### src/rtl/seq_multiplier.sv
// Iterative shift-add unsigned multiplier, N+1 cycle latency, start/done handshake.
// Ports: clk, reset (async active-low), start, multiplicand, multiplier,
//        result (product low half), result_hi (high half), overflow, busy, done.
module seq_multiplier #(
   parameter int N = 8
) (
   input  logic         clk,
   input  logic         reset,
   input  logic         start,
   input  logic [N-1:0] multiplicand,
   input  logic [N-1:0] multiplier,
   output logic [N-1:0] result,
   output logic [N-1:0] result_hi,
   output logic         overflow,
   output logic         busy,
   output logic         done
);

   localparam int CW = (N > 1) ? $clog2(N) : 1;
   localparam logic [CW-1:0] LAST = CW'(N - 1);

   typedef enum logic [1:0] {
      IDLE = 2'd0,
      RUN  = 2'd1,
      DONE = 2'd2
   } state_t;

   state_t          state_q, state_d;
   logic            start_q;
   logic [CW-1:0]   count_q, count_d;
   logic [N:0]      acc_q, acc_d;
   logic [N-1:0]    mq_q, mq_d;
   logic [N-1:0]    mcand_q, mcand_d;
   logic [N-1:0]    res_lo_q, res_lo_d;
   logic [N-1:0]    res_hi_q, res_hi_d;
   logic            ovf_q, ovf_d;

   logic [N:0]      sum;
   logic [2*N:0]    shifted;
   logic [N:0]      acc_n;
   logic [N-1:0]    mq_n;

   // One shift-add step: conditionally add, then shift {acc, mq} right
   // with the carry entering at the top.
   always_comb begin
      sum     = acc_q + {1'b0, (mq_q[0] ? mcand_q : {N{1'b0}})};
      shifted = {sum, mq_q} >> 1;
      acc_n   = shifted[2*N:N];
      mq_n    = shifted[N-1:0];
   end

   always_comb begin
      state_d  = state_q;
      count_d  = count_q;
      acc_d    = acc_q;
      mq_d     = mq_q;
      mcand_d  = mcand_q;
      res_lo_d = res_lo_q;
      res_hi_d = res_hi_q;
      ovf_d    = ovf_q;
      unique case (state_q)
         IDLE: begin
            if (start && !start_q) begin
               mcand_d = multiplicand;
               mq_d    = multiplier;
               acc_d   = '0;
               count_d = '0;
               state_d = RUN;
            end
         end
         RUN: begin
            acc_d   = acc_n;
            mq_d    = mq_n;
            count_d = count_q + CW'(1);
            if (count_q == LAST) begin
               res_lo_d = mq_n;
               res_hi_d = acc_n[N-1:0];
               ovf_d    = |acc_n[N-1:0];
               state_d  = DONE;
            end
         end
         DONE: begin
            if (!start) begin
               state_d = IDLE;
            end
         end
         default: state_d = IDLE;
      endcase
   end

   always_ff @(posedge clk or negedge reset) begin
      if (!reset) begin
         state_q  <= IDLE;
         start_q  <= 1'b0;
         count_q  <= '0;
         acc_q    <= '0;
         mq_q     <= '0;
         mcand_q  <= '0;
         res_lo_q <= '0;
         res_hi_q <= '0;
         ovf_q    <= 1'b0;
      end else begin
         state_q  <= state_d;
         start_q  <= start;
         count_q  <= count_d;
         acc_q    <= acc_d;
         mq_q     <= mq_d;
         mcand_q  <= mcand_d;
         res_lo_q <= res_lo_d;
         res_hi_q <= res_hi_d;
         ovf_q    <= ovf_d;
      end
   end

   assign result    = res_lo_q;
   assign result_hi = res_hi_q;
   assign overflow  = ovf_q;
   assign busy      = (state_q == RUN);
   assign done      = (state_q == DONE);

endmodule

### config.mk
export PLATFORM = sky130hd
export DESIGN_NAME = seq_multiplier
export DESIGN_NICKNAME = d
export VERILOG_FILES = /design/src/rtl/seq_multiplier.sv
export SDC_FILE = /design/constraint.sdc
export NUM_CORES = 1
export LEC_CHECK = 0
export ABC_CLOCK_PERIOD_IN_PS = 5400
export BUFFER_PORTS_ARGS = -buffer_cell sky130_fd_sc_hd__buf_2
export CORE_MARGIN = 8
export CORE_UTILIZATION = 50
export CTS_CLUSTER_SIZE = 8
export DETAILED_ROUTE_END_ITERATION = 16
export PLACE_DENSITY = 0.72
export SYNTH_ARGS = -nofsm -noshare
export SYNTH_HDL_FRONTEND = slang
export SYNTH_SLANG_ARGS = --single-unit
### constraint.sdc
create_clock -name clk -period 5.4 [get_ports clk]
set_clock_uncertainty 0.15 [all_clocks]
set_input_delay 0 -clock clk [delete_from_list [all_inputs] [get_ports clk]]
set_output_delay 0 -clock clk [all_outputs]
set_load 0.01 [all_outputs]
==> metrics.md <==
| Metric | Value |
|---|---|
| Outcome | finished, final reports clean |
| Initial antenna violation count | 0 |
| WP buf/inv | 0 |
| H-tree lvl count | 2 |
| WL per Instance | 14.5 um |
| Top cells by instance count after synthesis | 47 x dfrtp_1, 35 x nand2_1, 19 x mux2_2 |
| TritonCTS clock tree | done |
| Final wirelength | 4500 um |
| Clock buffer depth | 2 |
| # diodes | 0 |
| Top Ports | 38 |
| Primary FF master, synth | dfrtp_1 |
| Yosys warnings | 0 |
| Setup ws final | 2.80 ns |
| Global route hottest layer | met2 |
| Total clock sinks | 47 |
| Number of global-route vias before repair | 1756 |
| Overall global routing resource usage | 13.4% |
| Post-synth EDFFs | 0 |
| First-pass GRT wire length | between 7000 and 8000 um |
| CP required | 5.43 ns |
| Clock-pin slew on the worst setup and hold paths | 0.08 ns |
| Area after DPL | 2500 um2 |
| Net Count, Synth | 234 |
| Leak Pwr | 1.32 nW |
| Share of Yosys cell area claimed by the top area cell type | 51.4% |
| Met1 Usage GRT | between 15 and 20% |
| Minimum clock period | 2.60 ns |
| First-pass iteration count of the detailed router | 4 |
| Number of core rows | 24 |
| Worst-margin pin slew | approximately 0.99 ns |
| Synth Cell Area | ~2300 um2 |
| Filler instances | roughly 370 |
| Die Area | between 6000 and 7000 um2 |
| Met3 Track Usage GR | 2.73% |
| Crit share post-route | 48.2% |
| Asr flop ratio synth | 100% |
| Synth area leaders | dfrtp_1 51%, mux2_2 9.3%, nand2_1 5.7%, ha_1 5.5%, mux2i_1 3.9% |
| Final setup viols | 0 |
| Initial DRC Count | 101 |
| Detail Route Antenna Nets | 0 |
| Number of buffers created by CTS | 5 |
| Post-DP HPWL | between 3000 and 4000 um |
| Via density | 5.32 |
| Crit start category | register |
| Count leader, synth | dfrtp_1 |
| Clk_lat worst skew | 0.30 ns |
| Setup_tns | 0 ns |
| GRT Residual Overflow | 0 |
| Final-report max-slew violation count | 0 |
| Final instance area | 2770 um2 |
| Max-cap violations | 0 |
| Pwr Total | 1.48 mW |
| Cell Pwr Density | around 530 nW/um2 |
| Layout Nets | 288 |
| Synthesized instance count | between 200 and 250 |
| Chip Width | 83.7 um |
| Routed vias | 1656 |
| RePlAce Congestion | 0.885 |
| PortBufs | 37 |
| Area Overhead vs Synth | 21.1% |
| Core area | 4380 um2 |
| Hold crit path type | primary input to register |
| Sequential area share after synthesis | between 50% and 60% |
| Crit path DAT | 2.63 ns |
| Area leader, netlist | dfrtp_1 |
| Worst slew margin | 33.9% |
| Final Non-Filler Cells | 311 |
| Initial Util | 52.2% |
| Max Freq | 384 MHz |
| Final Hold Vio Count | 0 |
| Slowest CP cell | dfrtp_1 |
| Seq cells post-synth | 47 |
| Count of cell types in the netlist | 43 |
| Post-route DRC | 0 |
| Worst setup EP type | register |
| Worst path cell trace | and2_1 -> ha_1 -> fa_1 -> a21o_1 -> a221oi_2 -> xor2_1 -> and4_1 -> a31oi_1 |
| VDD IR max | 0.231 mV |
| Fraction of layout cells with a size suffix above 1 | between 20% and 30% |
| Worst setup path class | register to register |
| Die H | ~84 um |
| Post-Syn Area per Cell | 11.2 um2 |
| Largest net degree at the start of global routing | 48 |
| CP top delay family | adder cells |
| RSZ-0062 raised after global routing | false |
| Pre-CTS setup slack | around 2.8 ns |
| CP max FO | 9 |
| Slowest cell delay on critical path | 0.45 ns |
| Dpl cells | 285 |
| Post-CTS Setup Repair Bufs | 0 |
| Grt met2 use | 21.0% |
| Clock Tree Root | clkbuf_8 |
## repair_timing
action / CTS / global route
resized for setup: 0 / 0
hold endpoints to repair: 65 / 0
hold buffers: 18 / 0
## state kept, by name, indices dropped and copies added, names as in the netlist
| signal | count |
|---|---|
| acc_q | 8 |
| count_q | 3 |
| mcand_q | 8 |
| mq_q | 8 |
| overflow | 1 |
| result | 8 |
| result_hi | 8 |
| start_q | 1 |
| state_q | 2 |
## cell families (layout without fill, tap and decap cells)
kind of cell             after synthesis  in the layout  synth area share, %
multiplexers                          28             28                 13.3
XOR/XNOR                               4              4                 1.53
AO/OA/AOI/OAI                         39             39                 10.9
adder cells (fa/ha/maj)               11             11                 6.34
flip-flops                            47             47                 51.4
AND/OR/NAND/NOR                       64             64                 14.0
buffers and inverters                 11             66                 2.51
## through the flow
stage               hold slack [ns]  utilization [%]
global route                  0.211             63.2
global placement           -0.00884             56.9
finish                        0.221             63.2
CTS                           0.212             63.2
floorplan                    -0.446                -
detailed placement         -0.00212             56.9
## layout make-up
type                            instances  area, um2  share of cell area, %
Sequential cell                        47       1180                   42.4
Multi-Input combinational cell        146       1050                   38.1
Timing Repair Buffer                   56        373                   13.5
Clock buffer                            7       86.3                   3.12
Tap cell                               52       65.1                   2.35
Clock inverter                          1       8.76                  0.316
Inverter                                2       7.51                  0.271
## report_power, final
| part | total, mW | switching, mW | leakage (nW) | internal (mW) |
|---|---|---|---|---|
| registers | 0.599 | 0.0908 | 0.587 | 0.508 |
| clock network | 0.219 | 0.114 | 0.0484 | 0.105 |
| logic | 0.657 | 0.359 | 0.684 | 0.298 |
## routing by layer
layer / wire length (um) / vias up
met4: 77 / 0
li1: - / 832
met3: 214 / 7
met1: 2120 / 778
met2: 2090 / 39
met5: 0 / -
## worst reg2reg max path: stages, from the launching register on
cell      delay [ns]
dfrtp_1         0.45
and2_1          0.17
ha_1            0.21
fa_1            0.41
a21o_1          0.23
a221oi_2        0.29
xor2_1          0.27
and4_1          0.22
a31oi_1         0.08
## worst paths after layout
kind	depth (start not counted)	slack, ns	to	startpoint
max reg2reg	8	2.80	overflow	mq_q[0]
min in group asynchronous	2	0.26	mcand_q[3]	reset
max in group asynchronous	2	4.23	result_hi[4]	reset
max	8	2.80	overflow	mq_q[0]
min reg2reg	2	0.33	result_hi[1]	result_hi[1]
min	2	0.22	start_q	start
## layout by cell type, fill, tap and decap left out, drive strengths merged, types with 5 or more instances in the layout
cell	instances
and2	8
buf	38
nand2	36
mux2	19
clkbuf	7
mux2i	9
o21ai	18
dlygate4sd3	18
nor2	5
dfrtp	47
o22ai	6
ha	10
No activity file was read; power rests on OpenSTA's default activity.
